### src/rtl/sipo_seq_ctrl.sv
// sipo_seq_ctrl
// Sequencing controller for a serial-in/parallel-out register path.
// Serial bits arrive over a valid/ready handshake and are counted into a
// frame. A completed frame becomes a parallel word on a valid/ready output.
// One finished word is held in the output register while the next frame
// shifts in. If a second frame completes before the first is consumed, it
// waits in the shift register and serial input is stalled.
//
// Parameters:
//   WIDTH     data bits per frame (2..64)
//   MSB_FIRST 1: first accepted bit lands in m_data[WIDTH-1]; 0: in m_data[0]
//
// Ports:
//   clk       clock, rising edge
//   rst       synchronous active-high reset
//   s_data    serial data bit
//   s_valid   s_data is valid
//   s_ready   a bit can be accepted this cycle (low in FULL and during rst)
//   s_clear   abort the partial/pending frame; output register untouched
//   m_data    completed parallel word
//   m_valid   m_data holds an unconsumed word
//   m_ready   consumer accepts m_data
//   m_perr    parity error flag for the word on m_data
//   busy      a frame is partially shifted or pending
//   bit_cnt   bits accepted in the current frame
//   word_cnt  words handed off, wraps at 16 bits
//
// Build option: define SIPO_CTRL_PARITY_EN to append one even-parity bit
// to every frame (WIDTH+1 bits). Without it m_perr is always 0.

module sipo_seq_ctrl #(
  parameter int WIDTH     = 8,
  parameter bit MSB_FIRST = 1'b1
) (
  input  logic                         clk,
  input  logic                         rst,
  input  logic                         s_data,
  input  logic                         s_valid,
  output logic                         s_ready,
  input  logic                         s_clear,
  output logic [WIDTH-1:0]             m_data,
  output logic                         m_valid,
  input  logic                         m_ready,
  output logic                         m_perr,
  output logic                         busy,
  output logic [$clog2(WIDTH+2)-1:0]   bit_cnt,
  output logic [15:0]                  word_cnt
);

  localparam int CNT_W = $clog2(WIDTH + 2);
`ifdef SIPO_CTRL_PARITY_EN
  localparam int FRAME_BITS = WIDTH + 1;
`else
  localparam int FRAME_BITS = WIDTH;
`endif
  localparam logic [CNT_W-1:0] LAST_IDX = CNT_W'(FRAME_BITS - 1);
  localparam logic [CNT_W-1:0] FULL_CNT = CNT_W'(FRAME_BITS);

  typedef enum logic [1:0] {
    ST_IDLE  = 2'd0,
    ST_SHIFT = 2'd1,
    ST_FULL  = 2'd2
  } state_t;

  state_t               state_r;
  logic [WIDTH-1:0]     shift_r;
  logic [CNT_W-1:0]     bit_cnt_r;
  logic [WIDTH-1:0]     m_data_r;
  logic                 m_valid_r;
  logic                 m_perr_r;
  logic [15:0]          word_cnt_r;
`ifdef SIPO_CTRL_PARITY_EN
  logic                 par_r;      // received parity bit of the pending frame
  logic                 data_bit_s;
`endif

  logic                 s_ready_s;
  logic                 accept_s;
  logic                 handoff_s;
  logic                 last_bit_s;
  logic [WIDTH-1:0]     shift_next_s;
  logic [WIDTH-1:0]     word_done_s;
  logic                 perr_done_s;
  logic                 pend_perr_s;

  // Even-parity check: 1 when data plus parity bit have odd weight.
  function automatic logic even_par_err(input logic [WIDTH-1:0] w, input logic p);
    return (^w) ^ p;
  endfunction

  assign s_ready_s  = (state_r != ST_FULL) && !rst;
  assign accept_s   = s_valid && s_ready_s;
  assign handoff_s  = m_valid_r && m_ready;
  assign last_bit_s = (bit_cnt_r == LAST_IDX);

  // Shift direction decides which end of the word the first bit ends up in.
  always_comb begin
    shift_next_s = shift_r;
    if (MSB_FIRST) begin
      shift_next_s = {shift_r[WIDTH-2:0], s_data};
    end else begin
      shift_next_s = {s_data, shift_r[WIDTH-1:1]};
    end
  end

  // Word and parity flag produced by the final bit of a frame.
`ifdef SIPO_CTRL_PARITY_EN
  assign data_bit_s  = (bit_cnt_r < CNT_W'(WIDTH));
  assign word_done_s = shift_r;                      // last bit is parity, not data
  assign perr_done_s = even_par_err(shift_r, s_data);
  assign pend_perr_s = even_par_err(shift_r, par_r);
`else
  assign word_done_s = shift_next_s;
  assign perr_done_s = 1'b0;
  assign pend_perr_s = 1'b0;
`endif

  // Frame sequencing, output register and handoff counter.
  always_ff @(posedge clk) begin
    if (rst) begin
      state_r    <= ST_IDLE;
      shift_r    <= '0;
      bit_cnt_r  <= '0;
      m_data_r   <= '0;
      m_valid_r  <= 1'b0;
      m_perr_r   <= 1'b0;
      word_cnt_r <= 16'd0;
`ifdef SIPO_CTRL_PARITY_EN
      par_r      <= 1'b0;
`endif
    end else begin
      // A handoff empties the output register unless a new word loads below.
      if (handoff_s) begin
        m_valid_r  <= 1'b0;
        word_cnt_r <= word_cnt_r + 16'd1;
      end

      case (state_r)
        ST_IDLE, ST_SHIFT: begin
          if (s_clear) begin
            shift_r   <= '0;
            bit_cnt_r <= '0;
            state_r   <= ST_IDLE;
`ifdef SIPO_CTRL_PARITY_EN
            par_r     <= 1'b0;
`endif
          end else if (accept_s) begin
`ifdef SIPO_CTRL_PARITY_EN
            if (data_bit_s) begin
              shift_r <= shift_next_s;
            end else begin
              par_r <= s_data;
            end
`else
            shift_r <= shift_next_s;
`endif
            if (last_bit_s) begin
              if (!m_valid_r || handoff_s) begin
                // Output register free this edge: publish the word directly.
                m_data_r  <= word_done_s;
                m_perr_r  <= perr_done_s;
                m_valid_r <= 1'b1;
                shift_r   <= '0;
                bit_cnt_r <= '0;
                state_r   <= ST_IDLE;
              end else begin
                bit_cnt_r <= FULL_CNT;
                state_r   <= ST_FULL;
              end
            end else begin
              bit_cnt_r <= bit_cnt_r + CNT_W'(1);
              state_r   <= ST_SHIFT;
            end
          end
        end

        ST_FULL: begin
          if (s_clear) begin
            // Pending word is discarded; the output register keeps its word.
            shift_r   <= '0;
            bit_cnt_r <= '0;
            state_r   <= ST_IDLE;
`ifdef SIPO_CTRL_PARITY_EN
            par_r     <= 1'b0;
`endif
          end else if (handoff_s) begin
            m_data_r  <= shift_r;
            m_perr_r  <= pend_perr_s;
            m_valid_r <= 1'b1;
            shift_r   <= '0;
            bit_cnt_r <= '0;
            state_r   <= ST_IDLE;
          end
        end

        default: begin
          shift_r   <= '0;
          bit_cnt_r <= '0;
          state_r   <= ST_IDLE;
        end
      endcase
    end
  end

  assign s_ready  = s_ready_s;
  assign busy     = (state_r != ST_IDLE);
  assign bit_cnt  = bit_cnt_r;
  assign m_data   = m_data_r;
  assign m_valid  = m_valid_r;
  assign m_perr   = m_perr_r;
  assign word_cnt = word_cnt_r;

endmodule

### config.mk
export PLATFORM = sky130hd
export DESIGN_NAME = sipo_seq_ctrl
export DESIGN_NICKNAME = d
export VERILOG_FILES = /design/src/rtl/sipo_seq_ctrl.sv
export SDC_FILE = /design/constraint.sdc
export NUM_CORES = 1
export LEC_CHECK = 0
export CAP_MARGIN = 20
export CORE_MARGIN = 2
export CORE_UTILIZATION = 50
export CTS_CLUSTER_SIZE = 8
export DETAILED_ROUTE_END_ITERATION = 12
export PLACE_DENSITY_LB_ADDON = 0.05
export SLEW_MARGIN = 0
export SYNTH_ARGS = -nofsm -noshare
export SYNTH_HDL_FRONTEND = slang
export SYNTH_SLANG_ARGS = --single-unit
### constraint.sdc
create_clock -name clk -period 2 [get_ports clk]
set_input_delay 0.3 -clock clk [delete_from_list [all_inputs] [get_ports clk]]
set_output_delay 0.3 -clock clk [all_outputs]
set_load 0.01 [all_outputs]
# After elaboration in Yosys (flattened, before gate mapping)
# Cells that the tools add are included.
dict set report word_totals {
  input_bits 6
  romBits 0
  ram_bits 0
  register_bits 40
  wordCells 76
  memories 0
  out_inout_bits 32
  latchBits 0
}
dict set report op_classes {
  order_cmp 0
  multipliers 0
  add_sub_neg 2
  n_eq_ne 12
  n_reduce_logical 12
  bitwise_logic 0
  div 0
  muxes 43
  n_shift 0
}
# operator n
set op_table {}
lappend op_table {{$mux W8} 12}
lappend op_table {{$pmux W8 S2} 2}
lappend op_table {{$mux W4} 6}
lappend op_table {{$add A16 B1 Y16 const B} 1}
lappend op_table {{$ne A2 B2 Y1 const B} 7}
lappend op_table {{$mux W1} 13}
lappend op_table {{$mux W2} 6}
lappend op_table {{$pmux W4 S2} 1}
lappend op_table {{$reduce_and A7 Y1} 1}
lappend op_table {{$ne A3 B3 Y1 const B} 2}
lappend op_table {{$add A4 B1 Y4 const B} 1}
lappend op_table {{$eq A4 B3 Y1 const B} 1}
lappend op_table {{$pmux W1 S2} 2}
lappend op_table {{$pmux W2 S2} 1}
lappend op_table {{$reduce_bool A2 Y1} 2}
lappend op_table {{$logic_and A1 B1 Y1} 3}
lappend op_table {{$eq A2 B1 Y1 const B} 1}
lappend op_table {{$eq A2 B2 Y1 const B} 1}
lappend op_table {{$logic_not A1 Y1} 2}
lappend op_table {{$logic_not A2 Y1} 1}
lappend op_table {{$reduce_and A2 Y1} 1}
lappend op_table {{$reduce_or A2 Y1} 1}
lappend op_table {{$logic_or A1 B1 Y1} 1}

# Longest topological paths before layout
dict set report logic_depth {
  ltp_word 7
  mapped_depth 7
}

# Worst setup path after synthesis
# Ideal clock, no wire load.
dict set report synth_path {
  path_type {register -> register}
  start {register bit_cnt_r[0], in the netlist bit_cnt[0]}
  end {register m_data_r[0], in the netlist m_data[0]}
  period_less_slack_ns 1.666
  n_path_buf 2
  setup_time_ns 0.133
  path_stages_with_launch 8
  path_slack_ns 0.334
  arrival_ns 1.533
  t_required_ns 1.867
  path_cell_list {dfxtp_1 -> ha_1 -> and3b_1 -> buf_6 -> a32o_4 -> buf_6 -> a21oi_1 -> a311oi_1}
}
dict set report synth_via {
  elab_chain_cells 3
}
# element line
set synth_rtl {}
lappend synth_rtl {{start, declared} 67} ;# logic [CNT_W-1:0] bit_cnt_r;
lappend synth_rtl {{start signal, assigned} 171} ;# bit_cnt_r <= bit_cnt_r + CNT_W'(1);
lappend synth_rtl {{$eq A4 B3 Y1} 94} ;# assign last_bit_s = (bit_cnt_r == LAST_IDX);
lappend synth_rtl {{$ne A2 B2 Y1 (no line)} --}
lappend synth_rtl {{$reduce_and A7 Y1 (no line)} --}
lappend synth_rtl {{end signal, assigned} 160} ;# m_data_r <= word_done_s;
lappend synth_rtl {{end signal, assigned} 187} ;# m_data_r <= shift_r;
lappend synth_rtl {{end, declared} 68} ;# logic [WIDTH-1:0] m_data_r;
# No other way between the ends.
# A chain may end at the register's enable or synchronous reset.

# Final worst setup path
dict set report layout_path {
  start {register state_r[1]}
  end {output s_ready}
}
dict set report layout_via {
  elab_chain_cells 2
}
# element line
set layout_rtl {}
lappend layout_rtl {{start, declared} 65} ;# state_t state_r;
lappend layout_rtl {{start signal, assigned} 121} ;# state_r <= ST_IDLE;
lappend layout_rtl {{start signal, assigned} 143} ;# state_r <= ST_IDLE;
lappend layout_rtl {{start signal, assigned} 165} ;# state_r <= ST_IDLE;
lappend layout_rtl {{$ne A2 B2 Y1} 91} ;# assign s_ready_s = (state_r != ST_FULL) && !rst;
lappend layout_rtl {{$logic_and A1 B1 Y1} 91}
lappend layout_rtl {{end, declared} 39} ;# output logic s_ready,
# No other way between the ends.

==> results.txt <==
Pwr Density - 607 nW/µm²
DRT Wirelength - 3.99 mm
pins over their slew limit - 0
worst min-delay path class - flop to flop
# diodes - 0
average via count per standard cell - 5.62
first-pass GRT wire length - 7.00 mm
final setup vio count - 0
Routed Antenna Nets - 0
core area - 3630 µm²
Setup crit end kind - output pin
cts repair resizes - 0
leading post-synthesis cells by cell area - dfxtp_1, nor2_1, a32oi_1
Synthesis Warnings - 0
IO Count - 38
CP Data Required Time - 1.70 ns
Final TNS setup - 0 ns
clk_lat worst skew - 0.28 ns
clock sinks - 39
WP data arrival - 1.58 ns
Crit Path Max Fanout - 9
top routing layer in use - met4
clock root buffer - clkbuf_8
fin nets - 245
EDFF count, synth - 0
Initial DRT Pass Iterations - 4
ys flop type - dfxtp_1
Max-cap violations - 0
port buffer count - 36
Final GP Congestion - 0.866
outcome - finished clean
worst-margin pin slew - 0.504 ns
Fmax - 531 MHz
Post-Route Utilization - 65.1%
Post-CTS Setup Bufs - 0
Clock Skew - 0.00445 ns
CTS Buf Count - 5
Seq/Total Area, Yosys - 41.8%
Post-DP HPWL - 2.99 mm
synthesized cell area - 1870 µm²
FP Rows - 22
fin crit share - 94.2%
Hold Vio Cnt, Final - 0
Rel. slew slack - 66.4%
DR WL met2 - 2.06 mm
Commonest cells post-synth - dfxtp_1, nor2_1, a21oi_1
1st-iter DRT viols - 88
category of the most critical setup path - flop to output pin
Crit-path slowest cell - dfxtp_1
wire per inst - 14.0 µm
leading area contributor after synthesis - dfxtp_1
syn nets - 208
grt ovf - 0
peak supply drop - 478 µV
Vias - 1606
H-Tree Depth - 2
largest net degree at the start of global routing - 21
top cell type's share of synthesized area - 41.8%
Async S/R FF share, synth - 0%
average size of a mapped cell - 9.34 µm²
crit path launch type - flop
met3 WL - 130 µm
Met1 Wirelength - 1.75 mm
die area - 4240 µm²
critical-path cell list - nor2b_2 -> nor2_1 -> clkdlybuf4s50_1
Yosys cell types - 44
RSZ-0062 raised after global routing - false
vias in the first global route - 1575
number of synthesized register bits - 39
Reg clk slew, reported paths - 0.08 ns
Area Overhead vs Synth - 26.6%
most common cell in the netlist - dfxtp_1
die span in x - 65.1 µm
Die Y - 65.1 µm
maximum clock path buffer count - 2
share of layout cells above drive strength 1 - 11.3%
CTS tree - yes
min Tclk post-route - 1.88 ns
Leak - 0.805 nW
hold buffers post-CTS - 0
Mapped Cells - 200
max incr delay on CP - 0.52 ns
initial antenna violation count - 0
Initial Util - 51.4%
All-Layer GR Usage - 20.9%
residual DRC count - 0
## cell usage in the layout, fill, tap and decap left out, drive strengths merged, types with 7 or more instances in the layout
master,count
a21oi,15
a311oi,8
a32oi,11
buf,10
clkbuf,7
clkdlybuf4s50,36
dfxtp,39
mux2i,9
nand4,9
nor2,28
nor3,7
## area by class of cell
| cell class | instances | area (µm²) |
|---|---|---|
| Inverter | 4 | 15.0 |
| Sequential cell | 39 | 781 |
| Clock buffer | 7 | 96.3 |
| Timing Repair Buffer | 46 | 435 |
| Fill cell | 317 | 1270 |
| Multi-Input combinational cell | 141 | 970 |
| Tap cell | 48 | 60.1 |
| Clock inverter | 1 | 7.51 |
## power breakdown
group	internal, mW	total, mW	switching [mW]	leakage (nW)
logic	0.0298	0.0720	0.0422	0.441
clock network	0.314	0.583	0.270	0.0505
registers	0.778	0.780	0.00248	0.314
total	1.12	1.44	0.314	0.805
## state kept, by name, indices dropped and copies added (netlist names)
name	flops
m_valid	1
shift_r	8
m_data	8
bit_cnt	4
word_cnt	16
state_r	2
## routing by layer
layer  vias up  GRT usage [%]
met5         -              0
met4         0           7.03
met3         7           5.31
met2        31           37.5
met1       762           24.1
li1        806              -
## critical path: cells and delay by family (launching register included)
family | cells | cell delay (ns)
flops | 1 | 0.52
buf+inv | 1 | 0.49
simple gates | 2 | 0.30
## logic make-up (layout without fill, tap and decap cells)
family | Yosys count | in the layout | share of synthesized area (%)
and+or+nand+nor | 72 | 72 | 21.6
muxes | 9 | 9 | 4.82
xor gates and xnor gates | 11 | 11 | 5.16
adders and majority gates | 2 | 2 | 1.34
buffers and inverters | 20 | 58 | 6.29
DFF | 39 | 39 | 41.8
AOI/OAI and AO/OA | 46 | 46 | 18.8
other | 1 | 1 | 0.201
## stage by stage
step / area, µm² / std cells / hold slack (ns) / total power, mW / setup WS [ns]
after floorplan: 1870 / 200 / 0.379 / 0.840 / 0.334
after global placement: 2260 / 278 / 0.493 / 0.868 / 0.104
after detailed placement: 2260 / 278 / 0.511 / 0.870 / 0.0362
after CTS: 2360 / 286 / 0.522 / 1.45 / 0.111
after global routing: 2360 / 286 / 0.543 / 1.49 / 0.0476
final: 2360 / 286 / 0.518 / 1.44 / 0.116
## path summary, 6_finish.rpt
kind | cells past startpoint | startpoint | slack [ns] | endpoint
max | 3 | state_r[1]$_SDFFE_PP0P_ | 0.12 | s_ready
min | 2 | bit_cnt[3]$_SDFFE_PP0P_ | 0.52 | bit_cnt[3]$_SDFFE_PP0P_
max reg2reg | 5 | state_r[1]$_SDFFE_PP0P_ | 0.30 | m_data[1]$_SDFFE_PP0P_
min reg2reg | 2 | bit_cnt[3]$_SDFFE_PP0P_ | 0.52 | bit_cnt[3]$_SDFFE_PP0P_
(Power assumes the default switching activity.)
